## src/rtl/debug_baud_sync_tx.sv

```systemverilog
// Debug-link sync transmitter: passes uart_tx to the pad when idle, emits a burst of 8N1 sync
// characters at a bit period of div*32 clk on request. Optional DEBUG_SYNC_BREAK_EN adds break+mark.
module debug_baud_sync_tx #(
   parameter int unsigned SYNC_CHARS = 4,
   parameter logic [7:0]  SYNC_BYTE  = 8'h55,
   parameter int unsigned GAP_BITS   = 2
) (
   input  logic       clk,
   input  logic       rst_n,
   input  logic       start,
   input  logic [7:0] div,
   input  logic       uart_tx,
   output logic       tx,
   output logic       busy,
   output logic       done,
   output logic       err
);

`ifdef DEBUG_SYNC_BREAK_EN
   typedef enum logic [2:0] {
      S_IDLE, S_START, S_DATA, S_STOP, S_GAP, S_FIN, S_BREAK, S_MARK
   } state_e;
`else
   typedef enum logic [2:0] {
      S_IDLE, S_START, S_DATA, S_STOP, S_GAP, S_FIN
   } state_e;
`endif

   localparam logic [3:0] CHAR_LAST = 4'(SYNC_CHARS);
   localparam bit         GAP_EN    = (GAP_BITS != 0);
   localparam logic [2:0] GAP_LAST  = GAP_EN ? 3'(GAP_BITS - 1) : 3'd0;

   state_e      state_q, state_d;
   logic [7:0]  div_q, div_d;
   logic [12:0] bit_cnt_q, bit_cnt_d;
   logic [2:0]  bit_idx_q, bit_idx_d;
   logic [2:0]  gap_cnt_q, gap_cnt_d;
   logic [3:0]  char_cnt_q, char_cnt_d;
   logic        tx_q, tx_d;
   logic        busy_q, busy_d;
   logic        done_q, done_d;
   logic        err_q, err_d;
`ifdef DEBUG_SYNC_BREAK_EN
   logic [3:0]  brk_cnt_q, brk_cnt_d;
`endif

   logic [12:0] bit_last;
   logic        bit_end;
   logic        char_end;
   logic [3:0]  char_inc;

   // div_q is never 0 while the timer runs, so bit_last cannot wrap.
   assign bit_last = {div_q, 5'b0} - 13'd1;
   assign bit_end  = (bit_cnt_q == bit_last);
   assign char_inc = char_cnt_q + 4'd1;

   always_comb begin
      // NOTE: every signal gets a default before the case so no path can infer a latch.
      state_d    = state_q;
      div_d      = div_q;
      bit_cnt_d  = bit_cnt_q;
      bit_idx_d  = bit_idx_q;
      gap_cnt_d  = gap_cnt_q;
      char_cnt_d = char_cnt_q;
      busy_d     = busy_q;
      done_d     = 1'b0;
      err_d      = 1'b0;
      char_end   = 1'b0;
      tx_d       = 1'b1;
`ifdef DEBUG_SYNC_BREAK_EN
      brk_cnt_d  = brk_cnt_q;
`endif

      if (state_q != S_IDLE && state_q != S_FIN) begin
         bit_cnt_d = bit_end ? 13'd0 : bit_cnt_q + 13'd1;
      end

      unique case (state_q)
         S_IDLE: begin
            if (start) begin
               if (div != 8'd0) begin
                  div_d      = div;
                  busy_d     = 1'b1;
                  bit_cnt_d  = 13'd0;
                  bit_idx_d  = 3'd0;
                  gap_cnt_d  = 3'd0;
                  char_cnt_d = 4'd0;
`ifdef DEBUG_SYNC_BREAK_EN
                  brk_cnt_d  = 4'd0;
                  state_d    = S_BREAK;
`else
                  state_d    = S_START;
`endif
               end else begin
                  err_d = 1'b1;
               end
            end
         end
`ifdef DEBUG_SYNC_BREAK_EN
         S_BREAK: begin
            if (bit_end) begin
               if (brk_cnt_q == 4'd11) begin
                  brk_cnt_d = 4'd0;
                  state_d   = S_MARK;
               end else begin
                  brk_cnt_d = brk_cnt_q + 4'd1;
               end
            end
         end
         S_MARK: begin
            if (bit_end) begin
               if (brk_cnt_q == 4'd1) begin
                  state_d = S_START;
               end else begin
                  brk_cnt_d = brk_cnt_q + 4'd1;
               end
            end
         end
`endif
         S_START: begin
            if (bit_end) begin
               bit_idx_d = 3'd0;
               state_d   = S_DATA;
            end
         end
         S_DATA: begin
            if (bit_end) begin
               if (bit_idx_q == 3'd7) begin
                  state_d = S_STOP;
               end else begin
                  bit_idx_d = bit_idx_q + 3'd1;
               end
            end
         end
         S_STOP: begin
            if (bit_end) begin
               if (GAP_EN) begin
                  gap_cnt_d = 3'd0;
                  state_d   = S_GAP;
               end else begin
                  char_end = 1'b1;
               end
            end
         end
         S_GAP: begin
            if (bit_end) begin
               if (gap_cnt_q == GAP_LAST) begin
                  char_end = 1'b1;
               end else begin
                  gap_cnt_d = gap_cnt_q + 3'd1;
               end
            end
         end
         S_FIN: begin
            done_d  = 1'b1;
            busy_d  = 1'b0;
            state_d = S_IDLE;
         end
         default: begin
            busy_d  = 1'b0;
            state_d = S_IDLE;
         end
      endcase

      if (char_end) begin
         char_cnt_d = char_inc;
         state_d    = (char_inc == CHAR_LAST) ? S_FIN : S_START;
      end

      // The line bit is derived from the next state so tx_q lines up with state_q.
      unique case (state_d)
         S_IDLE:  tx_d = uart_tx;
         S_START: tx_d = 1'b0;
         S_DATA:  tx_d = SYNC_BYTE[bit_idx_d];
`ifdef DEBUG_SYNC_BREAK_EN
         S_BREAK: tx_d = 1'b0;
`endif
         default: tx_d = 1'b1;
      endcase
   end

   always_ff @(posedge clk) begin
      // NOTE: reset is sampled on the clock edge, and all state uses non-blocking assignments.
      if (!rst_n) begin
         state_q    <= S_IDLE;
         div_q      <= 8'd0;
         bit_cnt_q  <= 13'd0;
         bit_idx_q  <= 3'd0;
         gap_cnt_q  <= 3'd0;
         char_cnt_q <= 4'd0;
         tx_q       <= 1'b1;
         busy_q     <= 1'b0;
         done_q     <= 1'b0;
         err_q      <= 1'b0;
`ifdef DEBUG_SYNC_BREAK_EN
         brk_cnt_q  <= 4'd0;
`endif
      end else begin
         state_q    <= state_d;
         div_q      <= div_d;
         bit_cnt_q  <= bit_cnt_d;
         bit_idx_q  <= bit_idx_d;
         gap_cnt_q  <= gap_cnt_d;
         char_cnt_q <= char_cnt_d;
         tx_q       <= tx_d;
         busy_q     <= busy_d;
         done_q     <= done_d;
         err_q      <= err_d;
`ifdef DEBUG_SYNC_BREAK_EN
         brk_cnt_q  <= brk_cnt_d;
`endif
      end
   end

   assign tx   = tx_q;
   assign busy = busy_q;
   assign done = done_q;
   assign err  = err_q;

endmodule
```

## config.mk

```make
export PLATFORM = sky130hd
export DESIGN_NAME = debug_baud_sync_tx
export DESIGN_NICKNAME = d
export VERILOG_FILES = /design/src/rtl/debug_baud_sync_tx.sv
export SDC_FILE = /design/constraint.sdc
export NUM_CORES = 1
export LEC_CHECK = 0
export CORE_ASPECT_RATIO = 1.2
export CORE_MARGIN = 4
export CORE_UTILIZATION = 50
export CTS_CLUSTER_SIZE = 40
export DETAILED_ROUTE_END_ITERATION = 12
export GPL_TIMING_DRIVEN = 0
export PLACE_DENSITY = 0.7
export SLEW_MARGIN = 20
export SYNTH_ARGS = -nofsm -noshare
export SYNTH_HDL_FRONTEND = slang
export SYNTH_SLANG_ARGS = --single-unit
```

## constraint.sdc

```tcl
create_clock -name clk -period 4.2 [get_ports clk]
set_input_delay 1.05 -clock clk [delete_from_list [all_inputs] [get_ports clk]]
set_output_delay 1.05 -clock clk [all_outputs]
set_load 0.02 [all_outputs]
```

==> reports/qor.csv <==
stage,metric,value,unit
global_route,largest net degree at the start of global routing,12,
cts,Post-CTS Resized,0,
routing,First DRT Iteration DRCs,104,
logic_synthesis,post-synthesis cell area,0.00213,mm²
routing,DRT Wirelength,4.43,mm
setup_path,worst-path cell chain,"inv_1, ha_1, nor3b_2, xnor2_1, or4_4, a211oi_4, a21oi_1, o311ai_0, o2111ai_1",
cts,CTS tree,yes,
setup_path,CP max FO,10,
sta,hold_ws,0.467,ns
floorplan,die footprint,0.00536,mm²
sta,Least-Margin Pin Slew,0.718,ns
global_route,first-pass GRT wire length,7.60,mm
hold_path,worst hold stages,2,
setup_path,CP endpoint kind,flip-flop,
setup_path,R2R depth,9,
placement,port buffer count,14,
sta,min Tclk post-route,2.82,ns
logic_synthesis,synth warn,0,
cts,Root Buffer,clkbuf_8,
logic_synthesis,average cell area after synthesis,8.24,µm²
setup_path,worst setup path class,flip-flop to flip-flop,
sta,RSZ-0062 raised after global routing,false,
cts,number of CTS-inserted buffers,5,
routing,DRC viols,0,
setup_path,Critical Path RT,4.34,ns
placement,hpwl dp,3.22,mm
routing,Pre-antenna DRT Iters,4,
sta,Final setup viols,0,
setup_path,Max stage delay on crit path,0.56,ns
cts,postcts setup bufs,0,
sta,sum of negative setup slack,0,ns
outcome,outcome,completed,
sta,fin crit share,0.672,
power_and_ir_drop,power per cell area,319,mW/mm²
logic_synthesis,Seq cells post-synth,38,
logic_synthesis,Synth top cells by count,"38 x dfxtp_1, 36 x nand2_1, 28 x nor2_1, 17 x a21oi_1, 14 x xor2_1",
hold_path,hold worst-path end,bit_idx_q[2],
setup_path,CP Data Arrival Time,2.96,ns
floorplan,Ports,16,
power_and_ir_drop,Pwr Total,778,µW
floorplan,Die Width,67.5,µm
floorplan,initial core utilization,0.527,
sta,Rel. slew slack,0.518,
global_route,initial antenna violation count,0,
routing,antenna violation net count after detailed routing,0,
routing,via count,1817,
setup_path,worst r2r dst,tx,
logic_synthesis,most common cell in the netlist,dfxtp_1,
layout,# diodes,0,
cts,"Reg clk slew, reported paths",0.07,ns
floorplan,Core ar.,0.00404,mm²
logic_synthesis,ys flop type,dfxtp_1,
power_and_ir_drop,Lkg Pwr,0.890,nW
routing,drt wl/cell,13.3,µm
hold_path,hold path start,bit_idx_q[2],
logic_synthesis,Synthesized Nets,278,
layout,Syn-to-layout area delta,14.8,%
logic_synthesis,Cell variety after synth,50,
setup_path,Crit-path slowest cell,or4_4,
routing,vias per cell,5.44,
sta,final clock skew,0.00484,ns
setup_path,worst r2r src,div_q[0],
logic_synthesis,biggest area consumer among synthesized cells,dfxtp_1,
floorplan,Die H,79.4,µm
logic_synthesis,main area contributors after synthesis,"dfxtp_1 36%, nand2_1 6.4%, xor2_1 5.8%",
logic_synthesis,sequential area share after synthesis,0.358,
placement,Placer Congestion,0.781,
power_and_ir_drop,peak supply drop,0.186,mV
global_route,GRT Residual Overflow,0,
cts,Clock Latency Late Sink,0.29,ns
floorplan,# rows,25,
layout,Final nets,299,
cts,CTS max path bufs,2,
sta,Final Hold Viols,0,
sta,f_max,354,MHz
run,Max Cap Viol,0,
global_route,Global Route Usage Sum,0.190,
cts,H-tree Lvls,2,
global_route,vias in the first global route,1626,
hold_path,Hold Path Class,flip-flop to flip-flop,
logic_synthesis,top cell type's share of synthesized area,0.358,
layout,layout cells sized above 1,0.0821,
setup_path,Worst R2R Setup Slack,1.38,ns
cts,cts hold-fix bufs,0,
sta,Pins Over Slew Limit,0,
cts,CTS sink cnt,38,
logic_synthesis,"EDFF count, synth",0,
logic_synthesis,share of async-settable or async-resettable flops after synthesis,0,
logic_synthesis,Synth Instances,258,
setup_path,Critical Path Source Type,flip-flop,
## flip-flops by register name, summed over array words and instances (netlist names)
signal,flops
bit_cnt_q,13
bit_idx_q,3
busy,1
char_cnt_q,4
div_q,8
done,1
err,1
gap_cnt_q,3
state_q,3
tx,1
## report_power, final
group | switching (mW) | internal, mW | leakage [nW]
Sequential | 0.00743 | 0.368 | 0.308
Clock | 0.127 | 0.178 | 0.0524
Combinational | 0.0552 | 0.0425 | 0.529
Total | 0.190 | 0.589 | 0.890
## area by class of cell
type | count | area [µm²]
inverter | 8 | 30.0
buffer | 13 | 62.6
clock buffer | 7 | 76.3
tap | 54 | 67.6
sequential | 38 | 761
fill | 376 | 1600
multi-input combinational | 199 | 1270
timing repair buffer | 14 | 140
clock inverter | 1 | 30.0
## cell usage in the layout (no fill, tap or decap), types with 2 or more instances in the layout
cell type        Yosys  routed
inv_1                8       8
nand3_1             11      11
a21o_1               3       3
dfxtp_1             38      38
nor4_1               8       8
clkbuf_8             0       5
nand4_1              4       4
nand2_1             36      36
or4_4                2       2
a211oi_1             3       3
and2_1               2       2
mux2i_1              5       5
nor3b_1              2       2
and3_1               4       4
nand2b_1             3       3
nor2b_1              2       2
or3_1                3       3
o21ai_0              8       8
clkbuf_1             9      11
nor3_1               5       5
ha_1                 8       8
xnor2_1              9       9
nor2_1              28      28
clkdlybuf4s50_1      0      14
xor2_1              14      14
a21oi_1             17      17
## worst max path at each step
stage	startpoint	endpoint	cells past startpoint	slack, ns
after floorplan	div_q[0]	gap_cnt_q[2]	10	1.64
final	div_q[0]	tx	9	1.38
after global routing	div_q[0]	tx	9	1.11
after detailed placement	div[4]	gap_cnt_q[2]	8	1.14
after CTS	div_q[0]	tx	9	1.35
after global placement	div[4]	gap_cnt_q[2]	8	1.13
## layer usage
layer / share of wire / routed length [µm] / global-route usage / up-vias
li1: - / - / - / 942
met2: 0.49 / 2160 / 0.315 / 30
met3: 0.038 / 169 / 0.0423 / 6
met5: 0 / 0 / 0 / -
met4: 0.019 / 85 / 0.0852 / 0
met1: 0.46 / 2020 / 0.228 / 839
## metrics by stage
step	util	instance area, µm²	std cells	setup slack (ns)
2_1_floorplan	-	2130	258	1.64
3_3_place_gp	0.578	2330	326	1.13
3_5_place_dp	0.578	2330	326	1.14
4_1_cts	0.605	2440	334	1.35
5_1_grt	0.605	2440	334	1.11
6_report	0.605	2440	334	1.38
## logic make-up (layout without fill, tap and decap cells)
family | Yosys count | after routing | synth area share
xor+xnor | 23 | 23 | 0.0948
buf+inv | 21 | 43 | 0.0436
flops | 38 | 38 | 0.358
simple gates | 119 | 119 | 0.293
compound gates | 44 | 44 | 0.141
fa+ha+maj | 8 | 8 | 0.0471
mux | 5 | 5 | 0.0235
## worst max-delay path: cells and delay by family, from the launching register on
family / cells / cell delay (ns)
fa+ha+maj: 1 / 0.22
xor+xnor: 1 / 0.13
buf+inv: 1 / 0.07
compound gates: 4 / 1.08
flops: 1 / 0.43
simple gates: 2 / 0.74
Power figures use the tool's default switching activity.
